===== src/rtl/change_dispenser.sv =====
// Coin-return side of the vending machine: pays an amount out as the fewest coins,
// largest first (100/50/10/5c), one fixed-width eject pulse per coin. Stock tracking: CHANGE_INVENTORY_EN.
module change_dispenser #(
  parameter int AMT_W        = 7,
  parameter int PULSE_CYCLES = 4,
  parameter int GAP_CYCLES   = 4,
  parameter int STOCK_W      = 4,
  parameter int STOCK_INIT   = 10
) (
  input  logic             CLK,
  input  logic             RST,
  input  logic             Req,
  input  logic [AMT_W-1:0] Amount,
  input  logic             Refill,
  output logic             Ready,
  output logic             Busy,
  output logic             Done,
  output logic             Err,
  output logic [AMT_W-1:0] Remain,
  output logic             OneDollar_o,
  output logic             FiftyCents_o,
  output logic             TenCents_o,
  output logic             FiveCents_o,
  output logic [3:0]       Empty
);

  localparam int CNT_MAX = (PULSE_CYCLES > GAP_CYCLES) ? PULSE_CYCLES : GAP_CYCLES;
  localparam int CNT_W   = (CNT_MAX > 1) ? $clog2(CNT_MAX) : 1;

  localparam logic [AMT_W-1:0] V100 = AMT_W'(100);
  localparam logic [AMT_W-1:0] V50  = AMT_W'(50);
  localparam logic [AMT_W-1:0] V10  = AMT_W'(10);
  localparam logic [AMT_W-1:0] V5   = AMT_W'(5);

  typedef enum logic [2:0] {
    S_IDLE   = 3'd0,
    S_SELECT = 3'd1,
    S_PULSE  = 3'd2,
    S_GAP    = 3'd3,
    S_FINISH = 3'd4
  } state_t;

  // Coin vectors are one-hot, bit order {100c, 50c, 10c, 5c}, matching Empty.
  state_t           state_q, state_d;
  logic [AMT_W-1:0] remain_q, remain_d;
  logic [3:0]       coin_q, coin_d;
  logic [CNT_W-1:0] cnt_q, cnt_d;
  logic             err_q, err_d;
  logic [3:0]       eject_q, eject_d;

  logic [3:0]       stock_ok;
  logic [3:0]       fits;
  logic [3:0]       pick;
  logic [AMT_W-1:0] coin_val;
  logic             pay_coin;

  always_comb begin
    fits[3] = (remain_q >= V100);
    fits[2] = (remain_q >= V50);
    fits[1] = (remain_q >= V10);
    fits[0] = (remain_q >= V5);
  end

  // Greedy choice: the largest coin that neither overpays nor is out of stock.
  always_comb begin
    pick = 4'b0000;
    if (fits[3] && stock_ok[3])      pick = 4'b1000;
    else if (fits[2] && stock_ok[2]) pick = 4'b0100;
    else if (fits[1] && stock_ok[1]) pick = 4'b0010;
    else if (fits[0] && stock_ok[0]) pick = 4'b0001;
  end

  always_comb begin
    coin_val = '0;
    case (coin_q)
      4'b1000: coin_val = V100;
      4'b0100: coin_val = V50;
      4'b0010: coin_val = V10;
      4'b0001: coin_val = V5;
      default: coin_val = '0;
    endcase
  end

  always_comb begin
    state_d  = state_q;
    remain_d = remain_q;
    coin_d   = coin_q;
    cnt_d    = cnt_q;
    err_d    = err_q;
    eject_d  = 4'b0000;
    pay_coin = 1'b0;
    case (state_q)
      S_IDLE: begin
        if (Req) begin
          remain_d = Amount;
          if ((Amount % V5) == '0) begin
            err_d   = 1'b0;
            state_d = S_SELECT;
          end else begin
            err_d   = 1'b1;
            state_d = S_FINISH;
          end
        end
      end
      S_SELECT: begin
        if (remain_q == '0) begin
          err_d   = 1'b0;
          state_d = S_FINISH;
        end else if (pick == 4'b0000) begin
          err_d   = 1'b1;
          state_d = S_FINISH;
        end else begin
          coin_d  = pick;
          cnt_d   = CNT_W'(PULSE_CYCLES - 1);
          eject_d = pick;
          state_d = S_PULSE;
        end
      end
      S_PULSE: begin
        // The coin counts as paid only once its pulse has completed.
        if (cnt_q == '0) begin
          remain_d = remain_q - coin_val;
          pay_coin = 1'b1;
          cnt_d    = CNT_W'(GAP_CYCLES - 1);
          state_d  = S_GAP;
        end else begin
          eject_d = coin_q;
          cnt_d   = cnt_q - CNT_W'(1);
        end
      end
      S_GAP: begin
        if (cnt_q == '0) state_d = S_SELECT;
        else             cnt_d   = cnt_q - CNT_W'(1);
      end
      S_FINISH: begin
        state_d = S_IDLE;
      end
      default: begin
        state_d = S_IDLE;
      end
    endcase
  end

  always_ff @(posedge CLK) begin
    if (RST) begin
      state_q  <= S_IDLE;
      remain_q <= '0;
      coin_q   <= 4'b0000;
      cnt_q    <= '0;
      err_q    <= 1'b0;
      eject_q  <= 4'b0000;
    end else begin
      state_q  <= state_d;
      remain_q <= remain_d;
      coin_q   <= coin_d;
      cnt_q    <= cnt_d;
      err_q    <= err_d;
      eject_q  <= eject_d;
    end
  end

`ifdef CHANGE_INVENTORY_EN
  logic [STOCK_W-1:0] stock_q [4];

  // Refill only lands while idle; a same-edge Req still sees the reloaded stock in SELECT.
  always_ff @(posedge CLK) begin
    if (RST) begin
      for (int i = 0; i < 4; i++) stock_q[i] <= STOCK_W'(STOCK_INIT);
    end else if (Refill && (state_q == S_IDLE)) begin
      for (int i = 0; i < 4; i++) stock_q[i] <= STOCK_W'(STOCK_INIT);
    end else if (pay_coin) begin
      for (int i = 0; i < 4; i++) begin
        if (coin_q[i]) stock_q[i] <= stock_q[i] - STOCK_W'(1);
      end
    end
  end

  always_comb begin
    for (int i = 0; i < 4; i++) stock_ok[i] = (stock_q[i] != '0);
  end

  assign Empty = ~stock_ok;
`else
  logic unused_refill;
  logic unused_pay_coin;
  assign unused_refill   = Refill;
  assign unused_pay_coin = pay_coin;
  assign stock_ok        = 4'b1111;
  assign Empty           = 4'b0000;
`endif

  assign Ready        = (state_q == S_IDLE);
  assign Busy         = ~Ready;
  assign Done         = (state_q == S_FINISH);
  assign Err          = Done & err_q;
  assign Remain       = remain_q;
  assign OneDollar_o  = eject_q[3];
  assign FiftyCents_o = eject_q[2];
  assign TenCents_o   = eject_q[1];
  assign FiveCents_o  = eject_q[0];

endmodule

===== config.mk =====
export PLATFORM = sky130hd
export DESIGN_NAME = change_dispenser
export DESIGN_NICKNAME = d
export VERILOG_FILES = /design/src/rtl/change_dispenser.sv
export SDC_FILE = /design/constraint.sdc
export NUM_CORES = 1
export LEC_CHECK = 0
export ABC_CLOCK_PERIOD_IN_PS = 5900
export CORE_ASPECT_RATIO = 1.2
export CORE_UTILIZATION = 50
export DETAILED_ROUTE_END_ITERATION = 10
export GPL_TIMING_DRIVEN = 0
export PLACE_DENSITY = 0.77
export SLEW_MARGIN = 15
export SYNTH_ARGS = -nofsm -noshare
export SYNTH_HDL_FRONTEND = slang
export SYNTH_SLANG_ARGS = --single-unit

===== constraint.sdc =====
create_clock -name CLK -period 5.9 [get_ports CLK]
set_input_delay 1.77 -clock CLK [delete_from_list [all_inputs] [get_ports CLK]]
set_output_delay 1.77 -clock CLK [all_outputs]
set_load 0.05 [all_outputs]

Yosys cells after proc, flatten, opt, wreduce, memory -nomap -nowiden
Index checks and enable logic that the tools add are counted.

Memory bits (read-only): 0. Input port bits: 11. Memories: 0. Word-level logic and storage cells: 74. Output and inout bits: 19. Bits in latches: 0. Bits in writable memories: 0. Bits in registers: 21.

Shift-type cells: 0. $mul: 0. Bitwise operators: 4. Multiplexer cells: 29. Equality and inequality tests: 15. Reductions and logical operators: 13. $add $sub $neg: 2. Magnitude comparators: 4. Divide/modulo/power cells: 1.

Operators by type and width (number): $pmux W7 S4 (1); $mux W3 (7); $mux W4 (4); $logic_not A7 Y1 (2); $mux W7 (2); $pmux W7 S2 (1); $ne A2 B2 Y1 const B (6); $pmux W3 S4 (1); $reduce_and A3 Y1 (4); $mux W2 (5); $pmux W4 S2 (1); $ge A7 B3 Y1 const B (1); $ge A7 B4 Y1 const B (1); $ge A7 B6 Y1 const B (1); $ge A7 B7 Y1 const B (1); $mod A7 B3 Y7 const B (1); $sub A7 B7 Y7 (1); $eq A3 B2 Y1 const B (2); $pmux W2 S3 (1); $mux W1 (5); $eq A4 B1 Y1 const B (1); $eq A4 B2 Y1 const B (1); $eq A4 B3 Y1 const B (1); $eq A4 B4 Y1 const B (1); other kinds (13) (16).

Logic depth before layout (Yosys ltp)
Depth after elaboration: 9. Depth in mapped cells: 10.

Worst setup path before layout
OpenSTA, ideal clock, no wires.

Path type: reg-to-output. Start: register state_q[2]. End: output port Err. Required time: 4.130 ns. Cell stages (with the launch flop): 4. Slack: 1.778 ns. Data arrival time: 2.352 ns. Path buffers: 1. Path through: dfxtp_1 -> clkbuf_1 -> nor3b_1 -> and2_1.

Longest elaborated chain between the ends: 2.

RTL lines: start: declaration (RTL line 44) `state_t state_q, state_d;`; start signal: assignment (RTL line 153) `state_q <= state_d;`; $eq A3 B3 Y1 (RTL line 194) `assign Done = (state_q == S_FINISH);`; via Done (RTL line 17) `output logic Done,`; $and A1 B1 Y1 (RTL line 195) `assign Err = Done & err_q;`; end: declaration (RTL line 18) `output logic Err,`.

The timed path passes the listed nets, and every way through them passes these cells.

Final worst setup path
Start: register state_q[2]. End: output port Err.

Longest elaborated chain between the ends: 2.

RTL lines (RTL line): $eq A3 B3 Y1 (194); $and A1 B1 Y1 (195).

Every way passes these cells.

==> impl_metrics.toml <==
[timing]
setup_violations = 0
fin_setup_tns_ns = 0
finalCriticalPeriod_ns = 3.971
slew_violations = 0
whs_ns = 0.4979
fmax_mhz = 251.8
relSlewSlack_pct = 63.15
final.setup_skew_ns = 0.006226
period_share_pct = 67.30
worstMarginPinSlew_ns = 0.5450
report.final.hold_viol_count = 0
rsz0062_at_grt = "no"

[power_and_ir_drop]
peakVddDrop_v = 0.0001300
power.leakage_uw = 0.0007129
powerDensity_mw_per_mm2 = 225.3

[clock_network]
clockRootBuffer = "clkbuf_4"
cts_num_sinks = 21
cts_buffers = 3
postCtsSetupBuffers = 0
cts_buffer_depth = 2
clk_latency_ns = 0.32
path_clk_slew_ns = 0.13
cts_resized = 0
h-tree-depth = 1
cts_tree = "yes"
ctsHoldBuffers = 0

[job]
drv_cap = 0

[critical_path]
rr_startpoint = "coin_q[1]"
r2r_setup_slack_ns = 3.16
cp-end-kind = "output pin"
reg2reg_depth = 9
crit_path_end = "Err"
crit_path_max_fanout = 10
worstReg2RegEnd = "Remain[5]"
critPathLaunch = "state_q[2]"
cp.arrival_ns = 2.20
required_ns = 4.13
crit_path_start_kind = "register"
path_class = "reg2out"

[logic_synthesis]
ys_seq_area_share_pct = 25.71
yosysTopAreaCell = "dfxtp_1"
synth.top_cell.area_share_pct = 25.71
async_flop_share_pct = 0
syn_area_mm2 = 0.001635
syn_area_per_cell_um2 = 7.606
synth.area.top_cells = "dfxtp_1, a21oi_1, ha_1"
synthTopCellsByCount = "a21oi_1, dfxtp_1, nor2_1"
yosysMostFrequentCell = "a21oi_1"
ys_types = 50
synth-edff-count = 0
ys_warn_count = 0
yosys_most_used_dff = "dfxtp_1"
ys_ff_latch = 21
synth_cells = 215

[layout]
nets = 265
postLayoutCellArea_mm2 = 0.001949
fill_cells = 292
layoutNonFillerInstCount = 281
drive_above_1_share_pct = 10.20
num_antenna_cells = 0
syn_to_final_growth_pct = 19.20

[hold_path]
min_path_type = "reg2reg"

[detailed_routing]
dr.pass1.iters = 4
viasPerCell = 5.790
wl_per_cell_um = 13.18
vias = 1627
drcViolationCount = 0
drt_iter0_markers = 42
routed_wl_um = 3703
final_antenna_net_count = 0

[placed_design]
dpl_cell_area_mm2 = 0.001922
hpwl_um = 2795
port_buffers = 23
place_congestion = 0.8346
placed_cells = 277

[floorplanning]
die-area_mm2 = 0.003504
die_y_um = 64.65
std_cell_rows = 22
initial_core_util_pct = 53.04
design.core.area_mm2 = 0.003083
fp.dieW_um = 54.21
pin_count = 30

[grt]
antenna_found_initial = 0
grt_max_degree = 13
grt_usage_pct = 22.73
grt_pass1_wl_um = 6030
gr-total-overflow = 0
grt_pass1_vias = 1389

[run_status]
outcome = "complete, no violations"
## layout by cell type, fill, tap and decap left out, drive strengths merged, types with 2 or more instances in the layout
cell type / synthesis / layout
clkdlybuf4s50: 0 / 23
a21oi: 22 / 22
dfxtp: 21 / 21
nor2: 19 / 19
nand2: 18 / 18
o21ai: 12 / 12
inv: 11 / 11
nor3: 10 / 10
clkbuf: 7 / 10
buf: 8 / 8
a211oi: 7 / 7
ha: 7 / 7
nor2b: 6 / 6
a31oi: 6 / 6
nand2b: 5 / 5
o21a: 5 / 5
or3: 4 / 4
nand3: 4 / 4
conb: 1 / 4
and2: 4 / 4
nor4b: 3 / 3
nand3b: 3 / 3
nor4: 3 / 3
or4b: 3 / 3
nor3b: 3 / 3
nand4: 2 / 2
o311ai: 2 / 2
a311oi: 2 / 2
o31a: 2 / 2
## registers in the layout (all words and copies together), names as in the netlist
name,count
coin_q,4
Remain,7
cnt_q,2
state_q,3
eject_q,4
err_q,1
## stage by stage
step           power, uW  setup WS, ns  utilization, %
6_report           439.1         1.929           63.23
5_1_grt            463.7         1.792           63.23
4_1_cts            437.7         1.909           63.23
3_5_place_dp       365.5         2.174           62.34
3_3_place_gp       362.5         2.193           62.34
2_1_floorplan      315.4         1.778               -
## how the worst min path moves through the flow
stage,from,endpoint,slack (ns),cells after the start
after detailed placement,cnt_q[0],cnt_q[0],0.48,2
after CTS,cnt_q[0],cnt_q[0],0.50,2
final,cnt_q[0],cnt_q[0],0.50,2
after floorplan,cnt_q[0],cnt_q[0],0.47,2
after global placement,cnt_q[0],cnt_q[0],0.48,2
after global routing,cnt_q[0],cnt_q[0],0.52,2
## power by group
part | total [uW] | internal (uW) | switching, uW
Sequential | 168 | 153 | 14.7
Combinational | 197 | 77.6 | 119
Clock | 74.6 | 25.4 | 49.2
## cell families after synthesis
group / synth area share (%)
adder cells (fa/ha/maj): 6.580
XOR/XNOR: 1.071
buffers and inverters: 9.028
AND/OR/NAND/NOR: 29.84
flip-flops: 25.71
AO/OA/AOI/OAI: 26.93
multiplexers: 0.6121
other: 0.2293
## worst max-delay path, stage by stage, from the launching register on
cell	delay, ns
dfxtp_1	0.33
clkbuf_1	0.33
nor3b_1	0.27
and2_1	0.16
clkdlybuf4s50_1	0.79
## metal layers
metal	vias to the layer above	track usage [%]	routed length, um
met1	740	29.78	1782
met3	7	1.408	103
met2	32	37.50	1736
met5	-	0	0
li1	848	-	-
met4	0	8.974	81
## cell type report
class                           count  area (um^2)  share of cell area, %
Buffer                             15        106.4                  5.456
Clock buffer                        3        22.52                  1.155
Clock inverter                      1        5.005                 0.2567
Inverter                           11        41.29                  2.118
Multi-Input combinational cell    171         1079                  55.33
Sequential cell                    21        420.4                  21.57
Tap cell                           36        45.04                  2.311
Timing Repair Buffer               23        230.2                  11.81
(Power assumes the default switching activity.)
